### src/rtl/booth_mult_seq.sv
`default_nettype none
// +----------------------------------------------------------------------------+
// | booth_mult_seq : iterative radix-4 Booth multiplier, one group per clock,   |
// |                  signed/unsigned, optional skipping of low Booth groups.    |
// | Revision       : 1.0                                                        |
// +----------------------------------------------------------------------------+
module booth_mult_seq #(
    parameter int WIDTH    = 8,
    parameter int APPROX_W = $clog2(WIDTH/2+2)
) (
    input  logic                 clk,
    input  logic                 rst_n,
    input  logic                 in_valid,
    output logic                 in_ready,
    input  logic [WIDTH-1:0]     a,
    input  logic [WIDTH-1:0]     b,
    input  logic                 signed_mode,
    input  logic [APPROX_W-1:0]  approx,
    output logic                 out_valid,
    input  logic                 out_ready,
    output logic [2*WIDTH-1:0]   product
);

    localparam int G     = WIDTH/2 + 1;
    localparam int E     = WIDTH + 2;
    localparam int ACC   = 2*WIDTH + 4;
    localparam int IDX_W = $clog2(G + 1);
    localparam logic [IDX_W-1:0] C_LAST = IDX_W'(G - 1);
    localparam logic [IDX_W-1:0] C_ALL  = IDX_W'(G);

    typedef enum logic [1:0] {
        S_IDLE = 2'd0,
        S_RUN  = 2'd1,
        S_DONE = 2'd2
    } state_t;

    state_t             state_q, state_d;
    logic [E-1:0]       a_ext_q, a_ext_d;
    logic [E-1:0]       b_ext_q, b_ext_d;
    logic [ACC-1:0]     acc_q, acc_d;
    logic [IDX_W-1:0]   idx_q, idx_d;

    logic [IDX_W-1:0]   w_skip;
    logic [ACC-1:0]     w_a_acc;
    logic [2:0]         w_trip;
    logic [ACC-1:0]     w_mag;
    logic [ACC-1:0]     w_pp;

    always_comb begin
        if (int'(approx) >= G) begin
            w_skip = C_ALL;
        end else begin
            w_skip = IDX_W'(approx);
        end
    end

    // Booth triple for the current group; the appended 0 supplies b_ext[-1].
    assign w_a_acc = {{(ACC-E){a_ext_q[E-1]}}, a_ext_q};
    assign w_trip  = 3'({b_ext_q, 1'b0} >> {idx_q, 1'b0});

    always_comb begin
        case (w_trip)
            3'b001, 3'b010: w_mag = w_a_acc;
            3'b011:         w_mag = w_a_acc << 1;
            3'b100:         w_mag = -(w_a_acc << 1);
            3'b101, 3'b110: w_mag = -w_a_acc;
            default:        w_mag = '0;
        endcase
    end

    assign w_pp = w_mag << {idx_q, 1'b0};

    always_comb begin
        state_d   = state_q;
        a_ext_d   = a_ext_q;
        b_ext_d   = b_ext_q;
        acc_d     = acc_q;
        idx_d     = idx_q;
        in_ready  = 1'b0;
        out_valid = 1'b0;
        case (state_q)
            S_IDLE: begin
                in_ready = 1'b1;
                if (in_valid) begin
                    a_ext_d = {{2{signed_mode & a[WIDTH-1]}}, a};
                    b_ext_d = {{2{signed_mode & b[WIDTH-1]}}, b};
                    acc_d   = '0;
                    idx_d   = w_skip;
                    state_d = (w_skip == C_ALL) ? S_DONE : S_RUN;
                end
            end
            S_RUN: begin
                acc_d = acc_q + w_pp;
                idx_d = idx_q + 1'b1;
                if (idx_q == C_LAST) begin
                    state_d = S_DONE;
                end
            end
            S_DONE: begin
                out_valid = 1'b1;
                if (out_ready) begin
                    state_d = S_IDLE;
                end
            end
            default: state_d = S_IDLE;
        endcase
    end

    always_ff @(posedge clk or negedge rst_n) begin
        if (!rst_n) begin
            state_q <= S_IDLE;
            a_ext_q <= '0;
            b_ext_q <= '0;
            acc_q   <= '0;
            idx_q   <= '0;
        end else begin
            state_q <= state_d;
            a_ext_q <= a_ext_d;
            b_ext_q <= b_ext_d;
            acc_q   <= acc_d;
            idx_q   <= idx_d;
        end
    end

    assign product = acc_q[2*WIDTH-1:0];

endmodule
`default_nettype wire
### config.mk
export PLATFORM = sky130hd
export DESIGN_NAME = booth_mult_seq
export DESIGN_NICKNAME = d
export VERILOG_FILES = /design/src/rtl/booth_mult_seq.sv
export SDC_FILE = /design/constraint.sdc
export NUM_CORES = 1
export LEC_CHECK = 0
export BUFFER_PORTS_ARGS = -buffer_cell sky130_fd_sc_hd__buf_2
export CAP_MARGIN = 20
export CORE_ASPECT_RATIO = 1.25
export CORE_UTILIZATION = 59
export DETAILED_ROUTE_END_ITERATION = 6
export PLACE_DENSITY = 0.87
export SYNTH_ARGS = -nofsm -noshare
export SYNTH_HDL_FRONTEND = slang
export SYNTH_SLANG_ARGS = --single-unit
### constraint.sdc
create_clock -name clk -period 5.8 [get_ports clk]
set_input_delay 0.58 -clock clk [delete_from_list [all_inputs] [get_ports clk]]
set_output_delay 0.58 -clock clk [all_outputs]
set_load 0.1 [all_outputs]
* Word level (Yosys, flattened, before mapping) *
Index checks and enable logic that the tools add are counted.

word-level totals
  register bits = 43
  bits in latches = 0
  bits in writable memories = 0
  memory bits (read-only) = 0
  bits of input ports = 24
  output and inout bits = 18
  logic and storage cells = 47
  memories = 0

operators by class
  $add $sub $neg = 4
  multipliers = 0
  divide/modulo/power cells = 0
  $lt $le $gt $ge = 1
  eq/ne operators = 13
  shift-type cells = 2
  mux-type cells = 13
  bitwise gates (word level) = 2
  reduce and logical (&&, ||, !) cells = 7

operators by type and width
  kind                                                       number
  one-hot mux 20 bit (4 select lines)                        1
  negator 20 bit                                             2
  one-hot mux 20 bit (2 select lines)                        1
  adder 20 bit                                               1
  2-to-1 mux 20 bit                                          1
  left shift 20 x 4 -> 20 bit                                1
  == test 3 bit (second input constant)                      5
  >> shifter 11 x 4 -> 3 bit                                 1
  2-to-1 mux 2 bit                                           4
  == test 3 x 2 -> 1 bit (second input constant)             2
  2-to-1 mux 3 bit                                           2
  != test 2 bit (second input constant)                      3
  one-hot mux 2 bit (3 select lines)                         1
  one-hot mux 3 bit (2 select lines)                         1
  AND reduction 2 bit                                        2
  OR reduction 2 bit                                         2
  adder 3 x 1 -> 3 bit (second input constant)               1
  == test 3 x 1 -> 1 bit (second input constant)             1
  greater-or-equal comparator 3 bit (second input constant)  1
  AND reduction 3 bit                                        1
  AND 1 bit                                                  2
  == test 2 x 1 -> 1 bit (second input constant)             1
  == test 2 bit (second input constant)                      1
  logical NOT 2 bit                                          1
  other kinds (2)                                            3

* Logic depth before layout (Yosys ltp) *
Gate-level depths: netlist (run 1).

  depth in word-level cells = 7
  mapped depth = 21
  gate-level depth less buffers = 21

* Worst setup path after synthesis (run 1) *
OpenSTA, ideal clock, no wires.

  kind = register to register
  start = reg a_ext_q[0]
  end = reg acc_q[15]
  setup time = 0.159 ns
  data arrival time = 4.588 ns
  required time = 5.641 ns
  slack = 1.053 ns
  cell stages (with the launch flop) = 22
  path buffers = 0
  clock period less this slack = 4.747 ns
  cells stage by stage = dfrtp_1 inv_1 ha_1 or3b_2 or4b_2 nand2_1 xnor2_1 a221oi_1 mux2_2 nor2_1 a21oi_1 o22ai_1 ha_1 a21oi_1 o22ai_1 a311oi_1 o41a_1 o21ai_0 a21o_1 or3_1 a31oi_1 mux2i_1

on the way
  cells in the longest elaborated chain, start to end = 5
  elaborated cells between the ends (all ways) = 6
  those cells by class = add/sub (3); shift (1); mux (2)

ends and longest elaborated chain
  item                                   RTL line  RTL
  start, declared                        38        logic [E-1:0] a_ext_q, a_ext_d;
  start signal, assigned                 118       a_ext_q <= a_ext_d;
  negator 20 bit (on tied branches)      66, 65
  one-hot mux 20 bit (4 select lines) *  62        case (w_trip)
  left shift 20 x 4 -> 20 bit *          71        assign w_pp = w_mag << {idx_q, 1'b0};
  adder 20 bit *                         93        acc_d = acc_q + w_pp;
  one-hot mux 20 bit (2 select lines) *  81        case (state_q)
  end signal, assigned                   114       acc_q <= '0;
  end signal, assigned                   120       acc_q <= acc_d;
  end, declared                          40        logic [ACC-1:0] acc_q, acc_d;

Every way passes the cells marked *; elsewhere a longest branch is shown, timed or not.
A chain may end at the register's enable or synchronous reset.

* Final worst setup path (run 1) *
Ends and elaborated chain as after synthesis.

==> results of run 1 <==
-- registers in the layout, indices dropped and copies added, names as in the netlist --
name and cells:
state_q 2, a_ext_q 9, acc_q 16, b_ext_q 9, idx_q 3
-- cell usage in the layout, fill, tap and decap left out, drive strengths merged, types with 4 or more instances in the layout --
cell / n
or3: 6
mux2i: 10
nand2b: 5
a21o: 9
nand2: 39
ha: 19
xor2: 6
a21oi: 22
a211oi: 5
dfrtp: 39
o21ai: 39
xnor2: 14
nor2: 33
mux2: 14
o22ai: 4
a221oi: 4
nor2b: 5
nor3: 14
nand3: 6
inv: 18
clkbuf: 6
buf: 47
-- worst min path at each step --
stage                                     from                      to  slack (ns)  cells after the start
after global placement    acc_q[5]$_DFFE_PN0P_    acc_q[5]$_DFFE_PN0P_        0.49                      2
final                                    rst_n    acc_q[2]$_DFFE_PN0P_        0.37                      1
after CTS                                rst_n    acc_q[2]$_DFFE_PN0P_        0.42                      1
after floorplan                          rst_n  a_ext_q[0]$_DFFE_PN0P_        0.28                      0
after global routing                     rst_n    acc_q[2]$_DFFE_PN0P_        0.48                      1
after detailed placement  acc_q[7]$_DFFE_PN0P_    acc_q[7]$_DFFE_PN0P_        0.51                      2
-- metal layers --
layer | global-route usage (%) | up-vias | share of wire, %
li1 | - | 1458 | -
met1 | 34.0 | 1456 | 41
met2 | 48.4 | 115 | 50
met3 | 5.38 | 27 | 4.7
met4 | 16.7 | 0 | 4.1
met5 | 0 | - | 0
-- logic make-up after synthesis --
logic type,Yosys count
xor gates and xnor gates,20
muxes,27
adders and majority gates,20
buffers and inverters,40
AOI/OAI and AO/OA,113
and+or+nand+nor,123
DFF,39
-- cell type report --
class / count / area share, %
Multi-Input combinational cell: 303 / 58.4
Clock inverter: 2 / 0.973
Inverter: 20 / 2.09
Timing Repair Buffer: 47 / 6.95
Sequential cell: 39 / 27.1
Clock buffer: 6 / 2.29
Tap cell: 62 / 2.16
-- critical path, cell delays in order (launching register included) --
cell      delay, ns
dfrtp_1        0.44
inv_1          0.10
ha_1           0.23
or3b_2         0.51
or4b_2         0.70
nand2_1        0.12
xnor2_1        0.07
a221oi_1       0.42
mux2_2         0.24
nor2_1         0.04
a21oi_1        0.15
o22ai_1        0.13
ha_1           0.33
a21oi_1        0.19
o22ai_1        0.10
a311oi_1       0.31
o41a_1         0.23
o21ai_0        0.10
a21o_1         0.19
or3_1          0.38
a31oi_1        0.17
mux2i_1        0.09
-- metrics by stage --
step	hold WS, ns	setup slack, ns	instances	cell area, um^2	utilization, %
2_1_floorplan	0.284	1.05	382	3240	-
3_3_place_gp	0.491	0.600	471	3480	67.1
3_5_place_dp	0.509	0.509	471	3480	67.1
4_1_cts	0.420	0.445	479	3600	69.4
5_1_grt	0.481	0.0420	479	3600	69.4
6_report	0.370	0.447	479	3600	69.4
==> impl_metrics.ini, run 1 <==
[outcome]
outcome = finished, final reports clean

[clock_tree]
numCtsBuffers = 5
post_cts_resize_count = 0
cts-root-buf = clkbuf_8
holdBufCountCts = 0
clkLatencyLatePin_ns = 0.31
clk_pin_slew_worst_paths_ns = 0.09
clk_path_buf_depth = 2
cts_setup_buffers = 0
cts_max_level = 2
tritoncts = done
cts_sinks = 39

[cells_and_area]
multiInputGateArea_mm2 = 0.00210
drive_gt1_share_pct = 18.9
fillers = 406
ff_latch_area_um2 = 976
area_growth_pct = 11.2
fin_nets = 460
antennaDiodeCount = 0

[sta]
post-route-min-period_ns = 5.35
fin_skew_ns = 0.0127
max_freq_mhz = 187
grt_setup_unrepaired = false
tns_ns = 0
hold_viol = 0
slew-limit-headroom_pct = 41.9
drv_slew = 0
worst_pin_slew_ns = 0.872
setup_violations = 0
fin_crit_sh_pct = 92.3

[logic_synthesis]
synth_area_mm2 = 0.00324
synth-seq-cells = 39
syn_area_per_cell_um2 = 8.48
synth-edff-count = 0
synth-simple-area-share_pct = 18.2
synth_seq_area_share_pct = 30.1
synthTopCellsByArea = dfrtp_1, ha_1, o21ai_0
synth_compound_area_share_pct = 22.8
postSynthCellCount = 382
synth_warnings = 0
yosysTopAreaCellShare_pct = 30.1
synth_xor_area_share_pct = 5.99
async_flop_share_pct = 100
synth_top_family_by_area = compound AO/OA/AOI/OAI gates
synthDistinctLibCells = 60
syn-num-nets = 426
synth_top_area_cell = dfrtp_1
synth_common_cells = dfrtp_1, nand2_1, o21ai_0, nor2_1, a21oi_1
synthFlopType = dfrtp_1
synthAdderAreaFrac_pct = 7.96
synthMuxAreaShare_pct = 10.0

[floorplanning]
core_area_mm2 = 0.00519
start_util_pct = 62.4
die_h_um = 84.8
rows = 29
fp.dieW_um = 68.3
die_area_mm2 = 0.00579
top_level_ports = 42

[setup_path]
endpoint = acc_q[15]$_DFFE_PN0P_
r2r-start = a_ext_q[0]$_DFFE_PN0P_
crit_arrival_ns = 5.54
rr_endpoint = acc_q[15]$_DFFE_PN0P_
cp-start-kind = flip-flop
critPathLaunch = a_ext_q[0]$_DFFE_PN0P_
rrSetupSlack_ns = 0.45
worstSetupPathType = reg -> reg
ff2ff_path_depth = 21
cp_max_fo = 6
cp.required_ns = 5.99
end_kind = flip-flop

[place]
place_congestion = 0.955
post-dp-hpwl_mm = 5.72
io_buffer_count = 41

[drt]
dr.first_iter.drc_count = 251
drc = 0
routed_wl_mm = 7.62
ant_nets = 0
vias = 3056
vias_per_cell = 6.38
wl_per_cell_um = 15.9
first_pass_iters = 5

[global_route]
antenna_found_initial = 0
grt_pass1_vias = 2894
grt_overflow_total = 0
grt_max_degree = 40
grt_use_total_pct = 29.1
grt_pass1_wl_mm = 12.8

[run]
maxCapViolCount = 0

[worst_hold_path]
hold_path_class = in -> async
Power of run 1 is not shown: default switching activity piles up to over one toggle a cycle in this logic, so the estimate is an artifact.
==> run 2, diff against run 1 <==
- CAP_MARGIN: 20 -> 15
- CORE_ASPECT_RATIO: 1.25 -> 0.5
- CORE_UTILIZATION: 59 -> 53
- PLACE_DENSITY: 0.87 -> 0.83
- clock period: 5.8 -> 4.8 ns (I/O delays scaled with it)
==> run 2 against run 1 <==
Global-route usage decreased by 3.4 points. Register-to-register slack got worse by 0.35 ns. Wire length increased by 7.6%. Flip-flop and latch count unchanged. Count of clock-buffer cells in the layout unchanged. Fmax increased by 14%. Worst hold slack got worse by 0.050 ns. Clock skew decreased by 0.0064 ns. First-iteration DRC count increased by 0.40%. Critical path depth decreased by 1. Setup slack got worse by 0.35 ns. Critical endpoint unchanged. Highest routed layer unchanged.
==> impl_metrics.ini, run 2 (synthesis gave the netlist of run 1 again) <==
[outcome]
outcome = finished, final reports clean

[clock_tree]
numCtsBuffers = 5
clkLatencyLatePin_ns = 0.29
cts_max_level = 2
cts-root-buf = clkbuf_16
holdBufCountCts = 0
clk_pin_slew_worst_paths_ns = 0.06
tritoncts = done
clk_path_buf_depth = 2
cts_sinks = 39

[cells_and_area]
area_growth_pct = 22.1
ff_latch_area_um2 = 977
largest_reg_flops = 16
fin_nets = 480
top_regs = acc_q: 16 flops, a_ext_q: 9 flops, b_ext_q: 9 flops
final_cell_mix = buf_2, nand2_1, dfrtp_1
largest_register = acc_q
multiInputGateArea_mm2 = 0.00224
drive_gt1_share_pct = 27.7
fillers = 420
final_common_cell = buf_2
antennaDiodeCount = 0

[sta]
fin_ws_ns = 0.102
slew-limit-headroom_pct = 40.5
fin_crit_sh_pct = 97.9
setup_violations = 0
hold_viol = 0
max_freq_mhz = 213
fin_skew_ns = 0.00633
grt_setup_unrepaired = true
post-route-min-period_ns = 4.70
worst_pin_slew_ns = 0.892
drv_slew = 0

[global_route]
grt_pass1_wl_mm = 13.1
grt_use_total_pct = 25.8
use_met2_pct = 41.7
met1_usage_pct = 35.9
grt_overflow_total = 0
antenna_found_initial = 0
grt_max_degree = 40
grt_pass1_vias = 2746
grt_busiest_layer = met2
use_met3_pct = 4.46

[place]
post-dp-hpwl_mm = 5.66
preCtsSetupSlack_ns = -0.00916
place_congestion = 0.871
io_buffer_count = 41

[drt]
ant_nets = 0
vias = 3081
routed_wl_mm = 8.20
dr.first_iter.drc_count = 252
first_pass_iters = 5
drc = 0
vias_per_cell = 6.04
wl_per_cell_um = 16.1

[setup_path]
worstSetupPathType = reg -> reg
cp-start-kind = flip-flop
cp.required_ns = 5.01
cp_max_fo = 6
end_kind = flip-flop
ff2ff_path_depth = 20
crit_arrival_ns = 4.91

[floorplanning]
top_level_ports = 42
start_util_pct = 57.0
core_area_mm2 = 0.00568
rows = 19
fp.dieW_um = 113
die_area_mm2 = 0.00645
die_h_um = 57.3

[run]
maxCapViolCount = 0

[worst_hold_path]
hold_path_class = in -> async
[run 2: worst max-delay path: stages (launching register included)]
cell and delay (ns):
dfrtp_1 0.38, buf_4 0.16, or4_1 0.55, nor4_1 0.39, nor2_1 0.10, xnor2_1 0.14
a222oi_1 0.43, nand2_1 0.13, o31ai_1 0.14, nor2_1 0.10, o31a_1 0.30, ha_4 0.26
inv_2 0.07, nor2_1 0.05, a311oi_2 0.28, o41a_1 0.21, o21ai_1 0.07, a21o_1 0.19
or3_1 0.36, a21o_1 0.19, mux2i_1 0.11
[run 2: worst paths after layout]
path	from	end	slack (ns)
max	a_ext_q[0]$_DFFE_PN0P_	acc_q[15]$_DFFE_PN0P_	0.10
min	rst_n	b_ext_q[3]$_DFFE_PN0P_	0.32
max reg2reg	a_ext_q[0]$_DFFE_PN0P_	acc_q[15]$_DFFE_PN0P_	0.10
min reg2reg	acc_q[15]$_DFFE_PN0P_	acc_q[15]$_DFFE_PN0P_	0.50
max in group asynchronous	rst_n	idx_q[0]$_DFFE_PN0P_	3.87
min in group clk	a[1]	a_ext_q[1]$_DFFE_PN0P_	0.40
[run 2: repair_timing]
| action | 4_1_cts | 5_1_grt |
|---|---|---|
| setup endpoints to repair | 1 | 2 |
| pin swaps | 2 | 14 |
| hold endpoints to repair | 0 | 0 |
| setup buffers | 0 | 5 |
| resized for setup | 4 | 30 |
[run 2: stage by stage]
step	utilization (%)	instances	setup TNS (ns)	instance area, um^2	hold WS [ns]
after floorplan	-	382	0	3240	0.184
after global placement	63.5	497	0	3610	0.491
after detailed placement	63.5	497	-0.00916	3610	0.493
after CTS	66.9	505	0	3800	0.353
after global routing	69.6	510	-0.182	3950	0.408
final	69.6	510	0	3950	0.320
[run 2: per-layer routing]
layer / vias up / share of wire, %
li1: 1505 / -
met1: 1440 / 48
met2: 118 / 44
met3: 18 / 6.2
met4: 0 / 1.6
met5: - / 0
[run 2: final cells by class]
| cell class | instances | area share [%] |
|---|---|---|
| Sequential cell | 39 | 24.7 |
| Multi-Input combinational cell | 303 | 56.6 |
| Inverter | 20 | 1.90 |
| Clock inverter | 2 | 0.886 |
| Tap cell | 73 | 2.31 |
| Clock buffer | 6 | 3.51 |
| Timing Repair Buffer | 67 | 10.1 |
Power of run 2 is left out for the same reason.
==> run 3, diff against run 2 <==
- BUFFER_PORTS_ARGS: -buffer_cell sky130_fd_sc_hd__buf_2 -> -buffer_cell sky130_fd_sc_hd__buf_4
==> run 3 against run 2 <==
Cell area up 5.2%. Worst hold slack worse by 0.15 ns. Via count up 4.9%. Critical path type unchanged.
==> impl_metrics.ini, run 3 (synthesis gave the netlist of run 1 again) <==
[outcome]
outcome = finished, final reports clean

[global_route]
grt_overflow_total = 0
antenna_found_initial = 0
grt_max_degree = 40
grt_pass1_wl_mm = 14.7
grt_pass1_vias = 3002
grt_use_total_pct = 29.1

[sta]
slew-limit-headroom_pct = 53.1
fin_ws_ns = 0.0484
worst_pin_slew_ns = 0.702
drv_slew = 0
post-route-min-period_ns = 4.75
setup_violations = 0
fin_skew_ns = 0.00233
grt_setup_unrepaired = true
hold_viol = 0
fin_crit_sh_pct = 99.0
max_freq_mhz = 210

[drt]
vias = 3232
vias_per_cell = 6.22
ant_nets = 0
dr.first_iter.drc_count = 215
first_pass_iters = 5
wl_per_cell_um = 17.8
drc = 0
routed_wl_mm = 9.25

[cells_and_area]
antennaDiodeCount = 0
ff_latch_area_um2 = 978
multiInputGateArea_mm2 = 0.00227
area_growth_pct = 28.4
top_regs = acc_q: 16 flops, a_ext_q: 9 flops, b_ext_q: 9 flops
fillers = 425
final_common_cell = buf_4
drive_gt1_share_pct = 31.3
fin_nets = 490
final_cell_mix = buf_4, nand2_1, dfrtp_1
largest_register = acc_q
largest_reg_flops = 16

[floorplanning]
die_h_um = 57.3
rows = 19
top_level_ports = 42
die_area_mm2 = 0.00645
fp.dieW_um = 113
start_util_pct = 57.0
core_area_mm2 = 0.00568

[place]
post-dp-hpwl_mm = 6.40
place_congestion = 0.868
preCtsSetupSlack_ns = -0.0661
io_buffer_count = 41

[clock_tree]
numCtsBuffers = 5
cts_max_level = 2
cts-root-buf = clkbuf_16
clk_path_buf_depth = 2
clkLatencyLatePin_ns = 0.29
cts_sinks = 39
holdBufCountCts = 0
tritoncts = done
clk_pin_slew_worst_paths_ns = 0.06

[run]
maxCapViolCount = 0

[worst_hold_path]
hold_path_class = in -> async

[setup_path]
crit_arrival_ns = 4.96
worstSetupPathType = reg -> reg
cp.required_ns = 5.01
cp_max_fo = 8
end_kind = flip-flop
cp-start-kind = flip-flop
## run 3: cell count changes in the layout (fill, tap and decap cells not counted), sizes merged
cell    change
clkinv      -1
bufinv      -1
clkbuf      +2
buf        +10
## run 3: metrics by stage
stage          instance area (um^2)  TNS [ns]  std cells  utilization [%]  hold slack (ns)
6_report                       4160         0        520             73.2            0.169
5_1_grt                        4160   -0.0989        520             73.2            0.202
4_1_cts                        3920         0        507             69.0            0.184
3_5_place_dp                   3710   -0.0661        497             65.3            0.488
3_3_place_gp                   3710         0        497             65.3            0.475
2_1_floorplan                  3240         0        382                -            0.184
## run 3: final cells by class
| cell class | count | share of cell area (%) |
|---|---|---|
| clock buffer | 8 | 3.76 |
| inverter | 20 | 1.81 |
| multi-input combinational | 303 | 54.7 |
| sequential | 39 | 23.5 |
| tap | 73 | 2.20 |
| timing repair buffer | 77 | 14.0 |
## run 3: path summary, 6_finish.rpt
kind	cells past startpoint	slack, ns	from	to
hold reg to reg	1	0.51	b_ext_q[6]$_DFFE_PN0P_	b_ext_q[6]$_DFFE_PN0P_
min in group clk	3	0.40	a[2]	a_ext_q[2]$_DFFE_PN0P_
hold / removal	1	0.17	rst_n	b_ext_q[5]$_DFFE_PN0P_
setup reg to reg	21	0.05	idx_q[0]$_DFFE_PN0P_	acc_q[15]$_DFFE_PN0P_
max in group asynchronous	1	4.26	rst_n	idx_q[1]$_DFFE_PN0P_
setup / recovery	21	0.05	idx_q[0]$_DFFE_PN0P_	acc_q[15]$_DFFE_PN0P_
## run 3: layer usage
layer  wire length (um)  vias to the layer above  track usage [%]
met1               4230                     1535             39.9
met2               4240                      160             47.5
met5                  0                        -                0
li1                   -                     1518                -
met4                176                        0             9.33
met3                605                       19             4.89
## run 3: critical path, cell delays in order, from the launching register on
cell and delay [ns]:
dfrtp_2 0.43, mux4_2 0.63, a21oi_4 0.28, xor2_4 0.28, buf_4 0.16, a222oi_1 0.06, buf_4 0.17, buf_4 0.12
nand2_1 0.09, o21ai_2 0.10, mux2_4 0.27, nor2_1 0.12, ha_1 0.28, nand2_2 0.10, o22ai_2 0.08, a311oi_2 0.28
o41a_1 0.22, o21ai_0 0.09, a21o_1 0.21, or3_4 0.39, a21o_1 0.18, mux2i_1 0.13
## run 3: timing repair
item                                    in CTS  in global routing
pin swaps                                    5                 13
buffers inserted                             2                 13
endpoints found under the setup margin       2                  4
gates resized for setup                      9                 33
Power of run 3 is left out for the same reason.
